File: config.mk
export PLATFORM = sky130hd
export DESIGN_NAME = s_sprite_array
export DESIGN_NICKNAME = d
export VERILOG_FILES = /design/src/rtl/s_sprite_pkg.sv /design/src/rtl/s_sprite_blink.sv /design/src/rtl/s_sprite_array.sv
export SDC_FILE = /design/constraint.sdc
export NUM_CORES = 1
export LEC_CHECK = 0
export ABC_AREA = 1
export CELL_PAD_IN_SITES_DETAIL_PLACEMENT = 0
export CELL_PAD_IN_SITES_GLOBAL_PLACEMENT = 1
export CORE_MARGIN = 5
export CORE_UTILIZATION = 50
export DETAILED_ROUTE_END_ITERATION = 16
export DONT_BUFFER_PORTS = 1
export GPL_TIMING_DRIVEN = 1
export PLACE_DENSITY = 0.92
export SLEW_MARGIN = 25
export SYNTH_ARGS = -nofsm -noshare
export SYNTH_HDL_FRONTEND = slang
export SYNTH_HIERARCHICAL = 1
export SYNTH_SLANG_ARGS = --single-unit
File: constraint.sdc
create_clock -name clk_i -period 11.6 [get_ports clk_i]
set_input_delay 1.16 -clock clk_i [delete_from_list [all_inputs] [get_ports clk_i]]
set_output_delay 1.16 -clock clk_i [all_outputs]
set_load 0.01 [all_outputs]
File: src/rtl/s_sprite_pkg.sv
// Shared display package for the S_* screen blocks.
// Holds the vgac scan widths and types, the default background and
// transparent-key colours, the blink FSM state type and a pixel opacity helper.
package s_sprite_pkg;

   localparam int SCR_X_W = 10;  // vgac scan x width
   localparam int SCR_Y_W = 9;   // vgac scan y width
   localparam int CMP_X_W = 11;  // x compares carry one extra bit so slots past 1023 never wrap

   localparam logic [11:0] COLOR_BG  = 12'hfff;
   localparam logic [11:0] COLOR_KEY = 12'h0f0;

   typedef logic [SCR_X_W-1:0] scan_x_t;
   typedef logic [SCR_Y_W-1:0] scan_y_t;

   typedef struct packed {
      scan_x_t x;
      scan_y_t y;
   } scan_t;

   typedef enum logic {
      BLK_IDLE  = 1'b0,
      BLK_BLINK = 1'b1
   } blink_state_t;

   function automatic logic px_opaque(input logic [11:0] px, input logic [11:0] key);
      return px != key;
   endfunction

endpackage

File: src/rtl/s_sprite_blink.sv
// Blink controller for the lives bar.
// Watches the clamped count every clock; when it drops, the slot that was
// lost blinks for BLINK_LEN frame ticks before disappearing for good.
// Ports:
//   clk_i, rst_i      pixel clock, asynchronous active-high reset
//   count_c_i         clamped copy count
//   frame_tick_i      one-clock pulse per video frame
//   blink_slot_o      index of the slot being blinked
//   blink_active_o    FSM is in the blinking state
//   blink_on_o        current blink phase draws the slot
module s_sprite_blink
   import s_sprite_pkg::*;
#(
   parameter int CNT_W      = 3,
   parameter int BLINK_LEN  = 60,
   parameter int BLINK_HALF = 8
) (
   input  logic             clk_i,
   input  logic             rst_i,
   input  logic [CNT_W-1:0] count_c_i,
   input  logic             frame_tick_i,
   output logic [CNT_W-1:0] blink_slot_o,
   output logic             blink_active_o,
   output logic             blink_on_o
);

   localparam int BC_W = (BLINK_LEN > 1) ? $clog2(BLINK_LEN) : 1;
   localparam logic [BC_W-1:0] BC_LAST = BC_W'(BLINK_LEN - 1);
   localparam logic [BC_W-1:0] BC_HALF = BC_W'(BLINK_HALF);

   blink_state_t     state_q, state_d;
   logic [CNT_W-1:0] blink_slot_q, blink_slot_d;
   logic [CNT_W-1:0] prev_count_q, prev_count_d;
   logic [BC_W-1:0]  blink_cnt_q, blink_cnt_d;
   logic [BC_W-1:0]  phase;

   always_ff @(posedge clk_i or posedge rst_i) begin
      if (rst_i) begin
         state_q      <= BLK_IDLE;
         blink_slot_q <= '0;
         prev_count_q <= '0;
         blink_cnt_q  <= '0;
      end else begin
         state_q      <= state_d;
         blink_slot_q <= blink_slot_d;
         prev_count_q <= prev_count_d;
         blink_cnt_q  <= blink_cnt_d;
      end
   end

   always_comb begin
      state_d      = state_q;
      blink_slot_d = blink_slot_q;
      blink_cnt_d  = blink_cnt_q;
      prev_count_d = count_c_i;
      unique case (state_q)
         BLK_IDLE: begin
            if (count_c_i < prev_count_q) begin
               state_d      = BLK_BLINK;
               blink_slot_d = prev_count_q - CNT_W'(1);
               blink_cnt_d  = '0;
            end
         end
         BLK_BLINK: begin
            if (count_c_i < prev_count_q) begin
               // another life lost mid-blink: blink the newly lost slot from the start
               blink_slot_d = prev_count_q - CNT_W'(1);
               blink_cnt_d  = '0;
            end else if (count_c_i > prev_count_q && count_c_i > blink_slot_q) begin
               // slot has been refilled, it is drawn solid by the count itself
               state_d     = BLK_IDLE;
               blink_cnt_d = '0;
            end else if (frame_tick_i) begin
               if (blink_cnt_q == BC_LAST) begin
                  state_d     = BLK_IDLE;
                  blink_cnt_d = '0;
               end else begin
                  blink_cnt_d = blink_cnt_q + BC_W'(1);
               end
            end
         end
         default: state_d = BLK_IDLE;
      endcase
   end

   assign phase          = blink_cnt_q / BC_HALF;
   assign blink_on_o     = ~phase[0];
   assign blink_slot_o   = blink_slot_q;
   assign blink_active_o = (state_q == BLK_BLINK);

endmodule

File: src/rtl/s_sprite_array.sv
// Lives/hearts bar: draws 0..MAX_COUNT copies of one animated sprite in a
// row starting at (posx_i, posy_i) on the vgac scan, with a transparent key
// colour and a blink on the slot lost when the count drops.
// Ports:
//   clk_i, rst_i      pixel clock, asynchronous active-high reset
//   x_i, y_i          vgac scan position
//   posx_i, posy_i    top-left corner of slot 0
//   count_i           copies to show (clamped to MAX_COUNT)
//   enable_i          0 hides the whole row
//   frame_tick_i      one-clock pulse per video frame
//   rom_addr_o        registered sprite ROM address
//   rom_data_i        sprite ROM word for rom_addr_o (colour in [15:4])
//   color_o           pixel colour, two clocks after x_i/y_i
//   is_display_o      color_o is an opaque sprite pixel
module s_sprite_array
   import s_sprite_pkg::*;
#(
   parameter int          SPR_W      = 45,
   parameter int          SPR_H      = 43,
   parameter int          GAP        = 4,
   parameter int          MAX_COUNT  = 5,
   parameter int          CNT_W      = 3,
   parameter int          NFRAMES    = 2,
   parameter int          ANIM_DIV   = 15,
   parameter int          BLINK_LEN  = 60,
   parameter int          BLINK_HALF = 8,
   parameter logic [11:0] KEY        = COLOR_KEY,
   parameter logic [11:0] BG         = COLOR_BG,
   parameter int          ADDR_W     = 16
) (
   input  logic               clk_i,
   input  logic               rst_i,
   input  logic [SCR_X_W-1:0] x_i,
   input  logic [SCR_Y_W-1:0] y_i,
   input  logic [SCR_X_W-1:0] posx_i,
   input  logic [SCR_Y_W-1:0] posy_i,
   input  logic [CNT_W-1:0]   count_i,
   input  logic               enable_i,
   input  logic               frame_tick_i,
   output logic [ADDR_W-1:0]  rom_addr_o,
   input  logic [15:0]        rom_data_i,
   output logic [11:0]        color_o,
   output logic               is_display_o
);

   localparam int PITCH = SPR_W + GAP;
   localparam int FRM_W = (NFRAMES > 1) ? $clog2(NFRAMES) : 1;
   localparam int ANC_W = (ANIM_DIV > 1) ? $clog2(ANIM_DIV) : 1;

   localparam logic [CMP_X_W-1:0] SPR_W_X  = CMP_X_W'(SPR_W);
   localparam logic [SCR_Y_W-1:0] SPR_H_Y  = SCR_Y_W'(SPR_H);
   localparam logic [ADDR_W-1:0]  SPR_W_A  = ADDR_W'(SPR_W);
   localparam logic [ADDR_W-1:0]  FRAME_SZ = ADDR_W'(SPR_W * SPR_H);
   localparam logic [FRM_W-1:0]   FRM_LAST = FRM_W'(NFRAMES - 1);
   localparam logic [ANC_W-1:0]   ANC_LAST = ANC_W'(ANIM_DIV - 1);

   function automatic logic [CNT_W-1:0] clamp_count(input logic [CNT_W-1:0] c);
      if (int'(c) > MAX_COUNT) return CNT_W'(MAX_COUNT);
      return c;
   endfunction

   logic [CNT_W-1:0] count_c;
   logic [CNT_W-1:0] blink_slot;
   logic             blink_active;
   logic             blink_on;

   assign count_c = clamp_count(count_i);

   s_sprite_blink #(
      .CNT_W      (CNT_W),
      .BLINK_LEN  (BLINK_LEN),
      .BLINK_HALF (BLINK_HALF)
   ) u_blink (
      .clk_i          (clk_i),
      .rst_i          (rst_i),
      .count_c_i      (count_c),
      .frame_tick_i   (frame_tick_i),
      .blink_slot_o   (blink_slot),
      .blink_active_o (blink_active),
      .blink_on_o     (blink_on)
   );

   // Animation frame counter, advanced by frame ticks
   logic [FRM_W-1:0] anim_frame_q, anim_frame_d;
   logic [ANC_W-1:0] anim_cnt_q, anim_cnt_d;

   always_comb begin
      anim_frame_d = anim_frame_q;
      anim_cnt_d   = anim_cnt_q;
      if (frame_tick_i) begin
         if (anim_cnt_q == ANC_LAST) begin
            anim_cnt_d   = '0;
            anim_frame_d = (anim_frame_q == FRM_LAST) ? '0 : anim_frame_q + FRM_W'(1);
         end else begin
            anim_cnt_d = anim_cnt_q + ANC_W'(1);
         end
      end
   end

   always_ff @(posedge clk_i or posedge rst_i) begin
      if (rst_i) begin
         anim_frame_q <= '0;
         anim_cnt_q   <= '0;
      end else begin
         anim_frame_q <= anim_frame_d;
         anim_cnt_q   <= anim_cnt_d;
      end
   end

   // ---- S0: combinational hit test on the current scan position ----
   scan_t                scan_p0;
   logic [SCR_Y_W-1:0]   dy_p0;
   logic                 hit_y_p0;
   logic [CMP_X_W-1:0]   x_ext_p0;
   logic [MAX_COUNT-1:0] slot_hit_p0;
   logic [CMP_X_W-1:0]   slot_off_p0 [MAX_COUNT];
   logic                 hit_x_p0;
   logic [CMP_X_W-1:0]   xoff_p0;

   assign scan_p0  = '{x: x_i, y: y_i};
   assign dy_p0    = scan_p0.y - posy_i;
   assign hit_y_p0 = (scan_p0.y >= posy_i) && (dy_p0 < SPR_H_Y);
   assign x_ext_p0 = {1'b0, scan_p0.x};

   for (genvar i = 0; i < MAX_COUNT; i++) begin : g_slot
      logic [CMP_X_W-1:0] x0;
      logic               vis;
      assign x0  = {1'b0, posx_i} + CMP_X_W'(i * PITCH);
      assign vis = (CNT_W'(i) < count_c) ||
                   (blink_active && blink_on && (blink_slot == CNT_W'(i)));
      assign slot_hit_p0[i] = vis && (x_ext_p0 >= x0) && (x_ext_p0 < x0 + SPR_W_X);
      assign slot_off_p0[i] = x_ext_p0 - x0;
   end

   // Slots never overlap (GAP >= 0), so at most one bit is set and a plain mux suffices.
   always_comb begin
      hit_x_p0 = 1'b0;
      xoff_p0  = '0;
      for (int i = 0; i < MAX_COUNT; i++) begin
         if (slot_hit_p0[i]) begin
            hit_x_p0 = 1'b1;
            xoff_p0  = slot_off_p0[i];
         end
      end
   end

   logic              hit_p1_d;
   logic [ADDR_W-1:0] rom_addr_d;

   assign hit_p1_d   = enable_i && hit_y_p0 && hit_x_p0;
   assign rom_addr_d = hit_p1_d ? (ADDR_W'(anim_frame_q) * FRAME_SZ +
                                   ADDR_W'(dy_p0) * SPR_W_A + ADDR_W'(xoff_p0))
                                : rom_addr_o;

   // ---- S1: ROM address and hit flag registered ----
   logic hit_p1_q;

   always_ff @(posedge clk_i or posedge rst_i) begin
      if (rst_i) begin
         rom_addr_o <= '0;
         hit_p1_q   <= 1'b0;
      end else begin
         rom_addr_o <= rom_addr_d;
         hit_p1_q   <= hit_p1_d;
      end
   end

   // ---- S2: ROM word arrives alongside hit_p1_q; key test and colour select ----
   logic        opaque_p2_d;
   logic [11:0] color_p2_d;
   logic        unused_rom_lsb;

   assign unused_rom_lsb = ^rom_data_i[3:0];
   assign opaque_p2_d    = hit_p1_q && px_opaque(rom_data_i[15:4], KEY);
   assign color_p2_d     = opaque_p2_d ? rom_data_i[15:4] : BG;

   always_ff @(posedge clk_i or posedge rst_i) begin
      if (rst_i) begin
         color_o      <= BG;
         is_display_o <= 1'b0;
      end else begin
         color_o      <= color_p2_d;
         is_display_o <= opaque_p2_d;
      end
   end

endmodule

## Yosys cells after proc, flatten, opt, wreduce, memory -nomap -nowiden

Cells that the tools add are included.
W data, S select, Z words.

| storage, ports and cells | value |
|---|---|
| register bits after elaboration | 48 |
| input bits | 61 |
| logic and storage cells | 123 |

| operators by class | value |
|---|---|
| muxes and demuxes | 29 |
| eq/ne operators | 9 |
| magnitude comparators | 21 |
| reductions and logical operators | 29 |
| $mul | 2 |
| $add $sub $neg | 21 |
| bitwise gates (word level) | 2 |

Operator list:

| kind | count |
|---|---|
| $lt A10 B11 Y1 | 5 |
| $mux W11 | 5 |
| $add A11 B6 Y11 const B | 4 |
| $ge A10 B11 Y1 | 4 |
| $sub A10 B11 Y11 | 4 |
| $mux W6 | 5 |
| $add A10 B6 Y11 const B | 2 |
| $add A10 B8 Y11 const B | 2 |
| $logic_and A1 B1 Y1 | 21 |
| $add A12 B15 Y16 | 1 |
| $add A16 B11 Y16 | 1 |
| $mul A9 B6 Y15 const B | 1 |
| $mul A1 B11 Y12 const B | 1 |
| $mux W1 | 12 |
| $mux W12 | 1 |
| $ne A12 B8 Y1 const B | 1 |
| $pmux W6 S2 | 1 |
| $add A10 B7 Y11 const B | 1 |
| $sub A10 B10 Y11 | 1 |
| $ge A10 B10 Y1 | 1 |
| $ge A9 B9 Y1 | 1 |
| $lt A9 B6 Y1 const B | 1 |
| $mux W3 | 3 |
| $sub A9 B9 Y9 | 1 |
| other kinds (23) | 33 |

## Logic depth before layout (Yosys ltp)

Gate-level depths: netlist (run 1).

| logic depth | value |
|---|---|
| depth in word-level cells | 13 |
| depth in mapped cells | 46 |
| mapped depth without buffers | 44 |

## Modules after synthesis

The synthesis (run 1) kept the hierarchy.

By module, submodules not included:

| module | area each (µm²) | cells each | times used | seq. area each (µm²) |
|---|---|---|---|---|
| s_sprite_array | 8908.5 | 1346 | 1 | 890.9 |
| s_sprite_blink | 878.3 | 118 | 1 | 325.3 |

## Worst setup path before layout (run 1)

OpenSTA, ideal clock, no wires.

| path | value |
|---|---|
| path kind | input -> register |
| start | input port posx_i[2] |
| end | register rom_addr_o[13] |
| arrival time | 6676 ps |
| library setup time | 65 ps |
| cell stages on the path | 39 |
| required time | 11535 ps |
| setup slack | 4859 ps |
| buffers on the path | 2 |
| cells stage by stage | buf_2 inv_2 ha_1 nor2_1 nand2_1 nand2_2 nand2_2 xnor2_1 ha_1 nand2_1 inv_1 nor3_1 o21ai_0 nand2_1 nand2_1 nand2_1 nand2_1 a21oi_4 [... 3 more ...] nand2_1 nand2_1 nand2_1 fa_1 fa_1 fa_1 inv_1 ha_1 a21oi_1 nand2_1 a21oi_1 nor2_1 o21ai_0 nand2_1 a31oi_1 xor2_1 nand3_1 nand2_1 |

| between the ends | value |
|---|---|
| longest elaborated chain between the ends | 9 |
| elaborated cells between the ends (all ways) | 46 |
| classes of those cells | 15 x add/sub; 10 x order compare; 10 x mux; 11 x reduce/logical |

RTL lines:

| item | line | text |
|---|---|---|
| from (decl) | s_sprite_array.sv:35 | `input logic [SCR_X_W-1:0] posx_i,` |
| $add A10 B6 Y11, or another cell as far along | s_sprite_array.sv:128 | `assign x0 = {1'b0, posx_i} + CMP_X_W'(i * PITCH);` |
| $add A11 B6 Y11, or another cell as far along | s_sprite_array.sv:131 | `assign slot_hit_p0[i] = vis && (x_ext_p0 >= x0) && (x_ext_p0 < x0 + SPR_W_X);` |
| $lt A10 B11 Y1 / $logic_and A1 B1 Y1 (equally long branches) | s_sprite_array.sv:131 |  |
| $logic_and A1 B1 Y1, or another cell as far along | s_sprite_array.sv:131 |  |
| $mux W11 / $mux W1 (equally long branches) (4 in series) | s_sprite_array.sv:140 | `if (slot_hit_p0[i]) begin` |
| $add A16 B11 Y16 / $logic_and A1 B1 Y1 (equally long branches) | s_sprite_array.sv:152, s_sprite_array.sv:150 |  |
| to (signal assigned) | s_sprite_array.sv:163 | `rom_addr_o <= rom_addr_d;` |
| to (decl) | s_sprite_array.sv:40 | `output logic [ADDR_W-1:0] rom_addr_o,` |

Parallel ways exist; a longest one is shown, timed or not.
A chain may end at the register's enable or synchronous reset.

## Final worst setup path (run 1)

| path | value |
|---|---|
| start | input port posx_i[1] |
| end | register rom_addr_o[13] |

The elaborated chain is that of the path after synthesis.

==> flow_summary.ini, run 1 <==
[timing]
slew_violations = 0
setup_slack_ns = 4.221
rsz0062_at_grt = no
period_minus_slack_ns = 7.379
relSlewSlack_pct = 57.73
finalSetupTns_ns = 0
setup_violations = 0
min_period_over_period_pct = 63.61
worst_slew_pin_slew_ns = 0.6275
skew_ns = 0.004926
hold_violations = 0
fmax_mhz = 135.5

[flow_run]
max-cap-violations = 0

[placement]
pre_cts_slack_ns = 3.906
dp_hpwl_um = 21300
port-buffer-count = 0
gp_congestion = 0.9628
dp.cells = 1705

[grt]
grtUsageTotal_pct = 22.58
grt_overflow = 0
grt_max_degree = 36
antenna_found_initial = 0
first_global_vias = 8652
grt_first_pass_wirelength_um = 41480

[clock_tree]
insertion_delay_ns = 0.29
numClockSinks = 48
htreeDepth = 2
ctsResizeCount = 0
cts_setup_buffers = 0
cts_root_buffer = clkbuf_16
cts_buffers = 5
clkTransAtPathRegs_ns = 0.06
clk_path_buf_depth = 2
hold_buffers = 0
tritoncts = done

[power_and_ir_drop]
power_density_mw_per_mm2 = 232.2
pwr-share-comb_pct = 83.3
finalPower_mw = 2.347
clkPwrFrac_pct = 6.1
p_int_mw = 1.083
p_leak_nw = 5.710
switching_share_pct = 53.87
vdd_drop_max_mv = 0.1744
seqPwrFrac_pct = 10.6
p_sw_mw = 1.265

[worst_setup_path]
worst_ep_arrival_time_ns = 7.60
cp.required_ns = 11.82
cp-start-kind = input port
reg2reg_setup_slack_ns = 5.78
r2r-end = rom_addr_o[13]
crit-reg2reg-launch = u_blink/blink_cnt_q[3]
endpoint_kind = register
reg2reg_depth = 29
critPathKind = in2reg
path_max_fanout = 12
critPathSlowestCell = fa_1
path_common_cell = nand2_1
slowest_delay_ns = 0.54

[worst_hold_path]
hp-start = anim_cnt_q[3]
hold-path-cell-count = 1
min_path_type = reg2reg
hold_end = anim_cnt_q[3]

[yosys]
ys_top_cells_by_area = ha_1 (20%), nand2_1 (15%), inv_1 (9.6%), dfrtp_1 (9.2%), fa_1 (7.0%)
synth-simple-area-share_pct = 29.44
synthMuxAreaShare_pct = 0
synth_top_area_share_pct = 19.82
syn_nets = 1714
ys_seq_area_share_pct = 12.43
synth-compound-area-share_pct = 10.39
syn_area_per_cell_um2 = 6.685
synth_area_mm2 = 0.009787
synth_seq_cells = 48
synthAdderAreaFrac_pct = 26.77
synth_top_area_cell = ha_1
ys_types = 50
postSynthCellCount = 1464
ys_warn_count = 6
synth_top_family_by_area = simple AND/OR/NAND/NOR gates
yosys.area_share.xor_xnor_pct = 9.179

[final_layout]
regArea_mm2 = 0.001216
final_core_util_pct = 52.12
layout-drive-gt1-share_pct = 4.696
n_fill_cell = 2027
n_antenna_cell = 0
most-common-layout-cells = nand2_1 (395), inv_1 (251), ha_1 (155), nand3_1 (108), a21oi_1 (84)
multi_input_area_mm2 = 0.007417
finalNonFillerCells = 1713
area.growth.synth_to_final_pct = 3.311
final_common_cell = nand2_1
nNetsFinal = 1697

[run_status]
outcome = complete, no violations

[detailed_routing]
via_per_inst = 5.267
num_vias = 9022
drc = 0
drtIter0Drc = 502
routed_wl_um = 25500
firstDrtPassIters = 5
routedWlPerCell_um = 14.89
drtAntennaViolNets = 0

[floorplanning]
die_area_mm2 = 0.02247
rows = 51
die_w_um = 149.9
core_mm2 = 0.01940
die_h_um = 149.9
ios = 90
start_util_pct = 50.45
-- power groups by stage --
stage	registers, mW	logic [mW]	clock network (mW)
finish	0.249	1.95	0.144
global route	0.254	2.27	0.153
CTS	0.249	1.98	0.149
detailed placement	0.251	1.98	0
global placement	0.249	1.93	0
floorplan	0.240	1.61	0
-- critical path: cells and delay by family --
kind,cells,cell delay (ns)
compound gates,6,1.34
xor+xnor,2,0.36
fa+ha+maj,6,2.46
buf+inv,3,0.34
simple gates,21,1.93
-- cell type report --
cell class | count | area share, %
Inverter | 261 | 9.739
Clock buffer | 6 | 1.374
Multi-Input combinational cell | 1130 | 73.36
Tap cell | 265 | 3.279
Clock inverter | 2 | 0.1485
Sequential cell | 48 | 12.03
Timing Repair Buffer | 1 | 0.07425
-- state kept, by name, indices dropped and copies added, names as in the netlist --
| name | flops |
|---|---|
| is_display_o | 1 |
| anim_cnt_q | 4 |
| u_blink/blink_cnt_q | 6 |
| anim_frame_q | 1 |
| hit_p1_q | 1 |
| u_blink/prev_count_q | 3 |
| color_o | 12 |
| rom_addr_o | 16 |
| u_blink/blink_active_o | 1 |
| u_blink/blink_slot_o | 3 |
-- per-layer routing --
metal	vias to the layer above	share of wire [%]	GRT usage, %
li1	4629	-	-
met1	4123	44	29.09
met2	230	47	39.24
met3	40	5.4	2.695
met4	0	3.4	7.365
met5	-	0	0
-- synthesized netlist by cell type, drive strengths merged --
library cell	instances
a21o	7
o21ai	54
a221oi	2
xnor2	25
nand3b	7
a21boi	3
nand3	116
nor4	2
o21a	3
inv	260
or2	2
ha	155
o31a	1
o2111ai	2
nor2	86
nand4	21
fa	34
a211oi	2
nor3	16
a31o	2
clkinv	1
o211ai	3
or3	1
buf	23
and2	3
dfrtp	36
clkbuf	2
a31oi	7
xor2	75
a21oi	87
o21bai	6
nand2	408
dfstp	12
-- logic make-up (layout without fill, tap and decap cells) --
family | Yosys count | after routing
DFF | 48 | 48
xor gates and xnor gates | 100 | 100
adders and majority gates | 189 | 189
buffers and inverters | 286 | 270
AOI/OAI and AO/OA | 179 | 179
and+or+nand+nor | 662 | 662
-- through the flow --
stage                     hold WS (ns)  instance area (um^2)
after CTS                       0.4751                 10110
final                           0.4709                 10110
after floorplan                 0.4448                  9787
after global placement          0.4617                  9957
after global routing            0.4922                 10110
after detailed placement        0.4671                  9957
-- how the worst max path moves through the flow --
| stage | startpoint | endpoint | slack, ns |
|---|---|---|---|
| finish | posx_i[1] | rom_addr_o[13] | 4.22 |
| detailed placement | posx_i[1] | rom_addr_o[13] | 3.91 |
| CTS | posx_i[1] | rom_addr_o[13] | 4.19 |
| global route | posx_i[2] | rom_addr_o[13] | 3.59 |
| floorplan | posx_i[2] | rom_addr_o[13] | 4.86 |
| global placement | posx_i[1] | rom_addr_o[13] | 3.98 |
Note: power is estimated with default switching activity, not from simulation.
==> run 2, diff against run 1 <==
--- a/config.mk
+++ b/config.mk
@@ -5,15 +5,15 @@
 export SDC_FILE = /design/constraint.sdc
 export NUM_CORES = 1
 export LEC_CHECK = 0
-export ABC_AREA = 1
+export ABC_AREA = 0
 export CELL_PAD_IN_SITES_DETAIL_PLACEMENT = 0
 export CELL_PAD_IN_SITES_GLOBAL_PLACEMENT = 1
 export CORE_MARGIN = 5
-export CORE_UTILIZATION = 50
+export CORE_UTILIZATION = 46
 export DETAILED_ROUTE_END_ITERATION = 16
 export DONT_BUFFER_PORTS = 1
 export GPL_TIMING_DRIVEN = 1
-export PLACE_DENSITY = 0.92
+export PLACE_DENSITY = 0.85
 export SLEW_MARGIN = 25
 export SYNTH_ARGS = -nofsm -noshare
 export SYNTH_HDL_FRONTEND = slang
==> constraint.sdc (replaced) <==
create_clock -name clk_i -period 6.7 [get_ports clk_i]
set_input_delay 0.67 -clock clk_i [delete_from_list [all_inputs] [get_ports clk_i]]
set_output_delay 0.67 -clock clk_i [all_outputs]
set_load 0.01 [all_outputs]
==> run 2 against run 1 <==
- the flow now finishes with violations (setup timing)
- via count is 6.2% lower
- design area increased by 14%
- power increased to 2.5 times the previous value
- clock power is 120% higher
- die area up 4.0%
- worst hold slack got worse by 0.23 ns
- critical path type unchanged
==> flow_summary.ini, run 2 <==
[run_status]
outcome = finished, violations left
violations = setup timing

[timing]
skew_ns = 0.01306
setup_violations = 1
period_minus_slack_ns = 6.710
fmax_mhz = 149.0
slew_violations = 0
min_period_over_period_pct = 100.1
rsz0062_at_grt = yes
hold_violations = 0
holdWs_ns = 0.2410
relSlewSlack_pct = 46.04
worst_slew_pin_slew_ns = 0.8056
setup_slack_ns = -0.009697

[detailed_routing]
via_per_inst = 5.611
routedWlPerCell_um = 17.55
routed_wl_um = 26480
drc = 0
drtIter0Drc = 462
firstDrtPassIters = 5
drtAntennaViolNets = 0
num_vias = 8467

[grt]
grt_max_degree = 26
grt_overflow = 0
first_global_vias = 8520
antenna_found_initial = 1
grt_first_pass_wirelength_um = 43540
grtUsageTotal_pct = 22.40

[clock_tree]
numClockSinks = 48
clkTransAtPathRegs_ns = 0.07
cts_buffers = 5
tritoncts = done
clk_path_buf_depth = 2
insertion_delay_ns = 0.29
cts_root_buffer = clkbuf_16
htreeDepth = 2
hold_buffers = 0

[yosys]
ys_top_cells_by_area = ha_1 (21%), dfrtp_1 (9.6%), xnor2_1 (8.6%), fa_1 (7.2%), inv_1 (4.4%)
synth-simple-area-share_pct = 15.18
syn_nets = 1330
ys_types = 98
async_reset_ff_share_pct = 100.0
synth_top_area_share_pct = 20.65
synth_top_area_cell = ha_1
ys_warn_count = 6
ys_seq_area_share_pct = 12.95
synthAdderAreaFrac_pct = 28.01
synth_commonest_cells = ha_1 (155), inv_1 (109), xnor2_1 (92), nor2_1 (70), nand2_1 (55)
synth_area_mm2 = 0.009390
yosys.area_share.xor_xnor_pct = 11.71
syn_area_per_cell_um2 = 8.695
postSynthCellCount = 1080
synth-compound-area-share_pct = 22.84
synth_top_family_by_area = adder cells
synth_seq_cells = 48
synthMuxAreaShare_pct = 3.251
synth-main-ff-cell = dfrtp_1
synth_edf_count = 0
synth.most_common_cell = ha_1

[worst_setup_path]
path_common_cell = fa_1
path_max_fanout = 11
slowest_delay_ns = 0.56
cp-start-kind = input port
critPathSlowestCell = or4_4
worst_ep_arrival_time_ns = 6.88
reg2reg_depth = 25
crit_buf_inv = 2
cp.required_ns = 6.87
crit_family = adder cells
critPathKind = in2reg
r2r-end = rom_addr_o[12]
endpoint_kind = register
crit-reg2reg-launch = u_blink/blink_cnt_q[3]
reg2reg_setup_slack_ns = 1.03

[final_layout]
area.growth.synth_to_final_pct = 22.28
final_core_util_pct = 56.93
regMostFlops = rom_addr_o
layout-drive-gt1-share_pct = 25.26
largest_register_ffs = 16
nNetsFinal = 1488
top_regs = rom_addr_o x16, color_o x12, u_blink/blink_cnt_q x6
final_common_cell = buf_4
finalInstanceArea_mm2 = 0.01148
n_antenna_cell = 0
most-common-layout-cells = buf_4 (165), ha_1 (144), inv_1 (103), xnor2_1 (90), nor2_1 (69)

[power_and_ir_drop]
vdd_drop_max_mv = 0.6783
p_leak_nw = 5.214
power_density_mw_per_mm2 = 514.9

[floorplanning]
start_util_pct = 46.56
core_mm2 = 0.02017
die_area_mm2 = 0.02337
ios = 90
rows = 52
die_h_um = 152.9
die_w_um = 152.9

[placement]
gp_congestion = 0.9179
port-buffer-count = 0
placed_area_mm2 = 0.01104
dp_hpwl_um = 21810

[worst_hold_path]
min_path_type = in2async

[flow_run]
max-cap-violations = 0
-- run 2: cell count changes in the layout (fill, tap and decap cells not counted), moves of 13 or more --
cell / previous run / this run
a21o_1: 7 / 22
a21oi_1: 84 / 47
buf_4: 1 / 165
inv_1: 251 / 103
nand2_1: 395 / 54
nand2b_1: 0 / 20
nand3_1: 108 / 21
nand4_1: 20 / 7
nor2b_1: 0 / 20
o21a_1: 3 / 19
xnor2_1: 25 / 90
xor2_1: 72 / 23
-- run 2: area by class of cell --
cell class	instances	area, um^2
clock buffers	6	128.9
clock inverters	2	60.06
fillers	1810	8687
inverters	114	430.4
multi-input cells	899	7988
flip-flops and latches	48	1216
well taps	270	337.8
repair buffers	170	1321
-- run 2: worst max path at each step --
stage | start | end | slack, ns | depth (start not counted)
CTS | posx_i[1] | rom_addr_o[12] | -0.03 | 33
global route | posx_i[1] | rom_addr_o[12] | -0.36 | 33
detailed placement | posx_i[1] | rom_addr_o[12] | -0.38 | 26
global placement | posx_i[1] | rom_addr_o[12] | -0.27 | 26
floorplan | posx_i[1] | rom_addr_o[13] | -0.08 | 27
finish | posx_i[1] | rom_addr_o[12] | -0.01 | 26
-- run 2: routing by layer --
layer | share of wire [%] | GRT usage, % | up-vias
met5 | 0.049 | 0 | -
met3 | 5.8 | 3.732 | 43
li1 | - | - | 4198
met1 | 44 | 29.38 | 4017
met4 | 3.7 | 7.510 | 2
met2 | 47 | 37.62 | 207
-- run 2: stage by stage --
step / setup slack [ns] / total power, mW / std cells / setup TNS, ns
floorplan: -0.07637 / 3.647 / 1080 / -0.1141
global placement: -0.2655 / 5.038 / 1496 / -1.258
detailed placement: -0.3764 / 5.138 / 1496 / -1.986
CTS: -0.03353 / 5.517 / 1504 / -0.03353
global route: -0.3561 / 6.625 / 1509 / -1.706
finish: -0.009697 / 5.912 / 1509 / -0.009697
-- run 2: cells by family after synthesis --
logic type | after synthesis
muxes | 25
adders and majority gates | 190
xor gates and xnor gates | 120
DFF | 48
buffers and inverters | 133
and+or+nand+nor | 278
AOI/OAI and AO/OA | 286
-- run 2: what timing repair did --
item,in CTS,in global routing
gates resized for setup,2,44
pin swaps,1,19
endpoints found under the setup margin,3,9
buffers inserted,0,5
endpoints found under the hold margin,0,0
-- run 2: worst register-to-register path: stages, from the launching register on --
cell      delay, ns
dfrtp_1        0.42
inv_1          0.13
nand2_1        0.06
nor2_1         0.21
a31oi_1        0.27
a311oi_1       0.33
o31a_1         0.40
o221ai_4       0.22
o32a_1         0.40
o211ai_1       0.14
ha_1           0.30
ha_1           0.29
inv_2          0.04
fa_1           0.47
inv_1          0.07
ha_2           0.18
inv_2          0.04
fa_2           0.38
nor2b_1        0.12
o21ai_1        0.07
and2_1         0.15
o211ai_1       0.23
a31oi_1        0.12
o21bai_1       0.16
xor2_1         0.08
mux2_4         0.26
-- run 2: report_power, final --
| part | internal (mW) | leakage [nW] | switching [mW] |
|---|---|---|---|
| Sequential | 0.354 | 0.583 | 0.0846 |
| Clock | 0.214 | 0.0911 | 0.102 |
| Combinational | 2.69 | 4.54 | 2.47 |
==> run 3, diff against run 2 <==
--- a/config.mk
+++ b/config.mk
@@ -6,14 +6,14 @@
 export NUM_CORES = 1
 export LEC_CHECK = 0
 export ABC_AREA = 0
+export BUFFER_PORTS_ARGS = -buffer_cell sky130_fd_sc_hd__buf_2
 export CELL_PAD_IN_SITES_DETAIL_PLACEMENT = 0
 export CELL_PAD_IN_SITES_GLOBAL_PLACEMENT = 1
 export CORE_MARGIN = 5
-export CORE_UTILIZATION = 46
+export CORE_UTILIZATION = 43
 export DETAILED_ROUTE_END_ITERATION = 16
-export DONT_BUFFER_PORTS = 1
 export GPL_TIMING_DRIVEN = 1
-export PLACE_DENSITY = 0.85
+export PLACE_DENSITY = 0.86
 export SLEW_MARGIN = 25
 export SYNTH_ARGS = -nofsm -noshare
 export SYNTH_HDL_FRONTEND = slang
==> run 3 against run 2 <==
- the run still ends with setup timing left
- sequential power down 7.1%
- first-iteration DRC count shrank 1.9%
- non-clock buffer count increased by 188
- final cell count is 13% higher
- clock skew down 0.0066 ns
- fmax shrank 2.4%
- global-route usage up 0.31 points
- combinational power is 8.9% higher
- register-to-register slack got worse by 0.06 ns
- largest power group unchanged
==> flow_summary.ini, run 3 (synthesized netlist as in run 2, its figures left out) <==
[detailed_routing]
firstDrtPassIters = 5
drc = 0
routed_wl_um = 28320
via_per_inst = 5.459
num_vias = 9318
drtAntennaViolNets = 0
routedWlPerCell_um = 16.59
drtIter0Drc = 453

[timing]
relSlewSlack_pct = 46.41
worst_slew_pin_slew_ns = 0.8012
setup_violations = 6
rsz0062_at_grt = yes
min_period_over_period_pct = 102.6
fmax_mhz = 145.5
holdWs_ns = 0.4291
skew_ns = 0.006496
hold_violations = 0
setup_slack_ns = -0.1727
slew_violations = 0
period_minus_slack_ns = 6.873

[final_layout]
nNetsFinal = 1676
layout-drive-gt1-share_pct = 36.23
area.growth.synth_to_final_pct = 36.03
finalInstanceArea_mm2 = 0.01277
n_antenna_cell = 0
finalNonFillerCells = 1707
largest_register_ffs = 16
regMostFlops = rom_addr_o
top_regs = rom_addr_o x16, color_o x12, u_blink/blink_cnt_q x6
final_common_cell = buf_4
most-common-layout-cells = buf_4 (268), ha_1 (145), inv_1 (105), xnor2_1 (85), buf_2 (82)

[grt]
grtUsageTotal_pct = 22.71
grt_overflow = 0
antenna_found_initial = 1
grt_max_degree = 36
grt_first_pass_wirelength_um = 46050
first_global_vias = 9474

[power_and_ir_drop]
vdd_drop_max_mv = 0.6666
power_density_mw_per_mm2 = 491.3
p_leak_nw = 6.073

[floorplanning]
start_util_pct = 43.30
die_area_mm2 = 0.02489
ios = 90
core_mm2 = 0.02169
rows = 54
die_w_um = 157.8
die_h_um = 157.8

[placement]
dp.cells = 1662
placed_area_mm2 = 0.01200
port-buffer-count = 85
dp_hpwl_um = 23450
gp_congestion = 0.9823

[worst_setup_path]
slowest_delay_ns = 0.56
worst_ep_arrival_time_ns = 7.05
cp.required_ns = 6.87
cp-start-kind = input port
endpoint_kind = register
path_max_fanout = 5
critPathSlowestCell = or4_4
reg2reg_depth = 25
critPathKind = in2reg

[run_status]
violations = setup timing
outcome = finished, violations left

[clock_tree]
numClockSinks = 48
insertion_delay_ns = 0.29
cts_buffers = 5
tritoncts = done
htreeDepth = 2
clk_path_buf_depth = 2
clkTransAtPathRegs_ns = 0.07
cts_root_buffer = clkbuf_16
hold_buffers = 0

[flow_run]
max-cap-violations = 0

[worst_hold_path]
min_path_type = in2async
## run 3: per-stage QoR
step	TNS (ns)	worst slack [ns]	util [%]	power, mW
3_5_place_dp	-4.261	-0.5872	55.32	5.392
3_3_place_gp	-3.124	-0.4595	55.32	5.251
5_1_grt	-2.393	-0.4531	58.90	6.932
2_1_floorplan	-0.1141	-0.07637	-	3.647
6_report	-0.5502	-0.1727	58.90	6.275
4_1_cts	-0.3665	-0.1258	57.72	6.080
## run 3: area by class of cell
class | instances | area, um^2
Clock inverter | 3 | 18.77
Fill cell | 1879 | 8915
Clock buffer | 5 | 125.1
Tap cell | 280 | 350.3
Inverter | 114 | 434.2
Multi-Input combinational cell | 899 | 8095
Timing Repair Buffer | 358 | 2534
Sequential cell | 48 | 1216
## run 3: repair_timing
item | 4_1_cts | 5_1_grt
buffers inserted | 21 | 17
endpoints found under the setup margin | 7 | 10
resized for setup | 50 | 28
pin swaps | 16 | 47
## run 3: final timing paths
check / endpoint / slack, ns / start
setup / recovery: rom_addr_o[12] / -0.17 / posx_i[1]
hold / removal: u_blink/blink_slot_o[1] / 0.43 / rst_i
setup reg to reg: rom_addr_o[12] / 0.97 / u_blink/blink_cnt_q[3]
hold reg to reg: color_o[7] / 0.50 / hit_p1_q
max in group asynchronous: color_o[4] / 5.89 / rst_i
min in group clk_i: color_o[7] / 0.50 / hit_p1_q
## run 3: critical path: cells and delay by family
kind                       cells  cell delay (ns)
muxes                          2             0.59
adders and majority gates      6             2.01
and+or+nand+nor                5             1.08
AOI/OAI and AO/OA             10             2.02
buffers and inverters          4             0.37
xor gates and xnor gates       2             0.26
## run 3: layer usage
| layer | part of all wire (%) | GRT usage, % | vias up |
|---|---|---|---|
| met4 | 4.4 | 9.463 | 2 |
| met2 | 47 | 39.30 | 237 |
| met5 | 0.039 | 0 | - |
| met3 | 4.0 | 2.023 | 74 |
| li1 | - | - | 4573 |
| met1 | 44 | 29.02 | 4432 |
## run 3: power by group
| group | internal, mW | switching, mW |
|---|---|---|
| Sequential | 0.354 | 0.0543 |
| Combinational | 2.98 | 2.65 |
| Clock | 0.138 | 0.107 |
| Total | 3.47 | 2.81 |
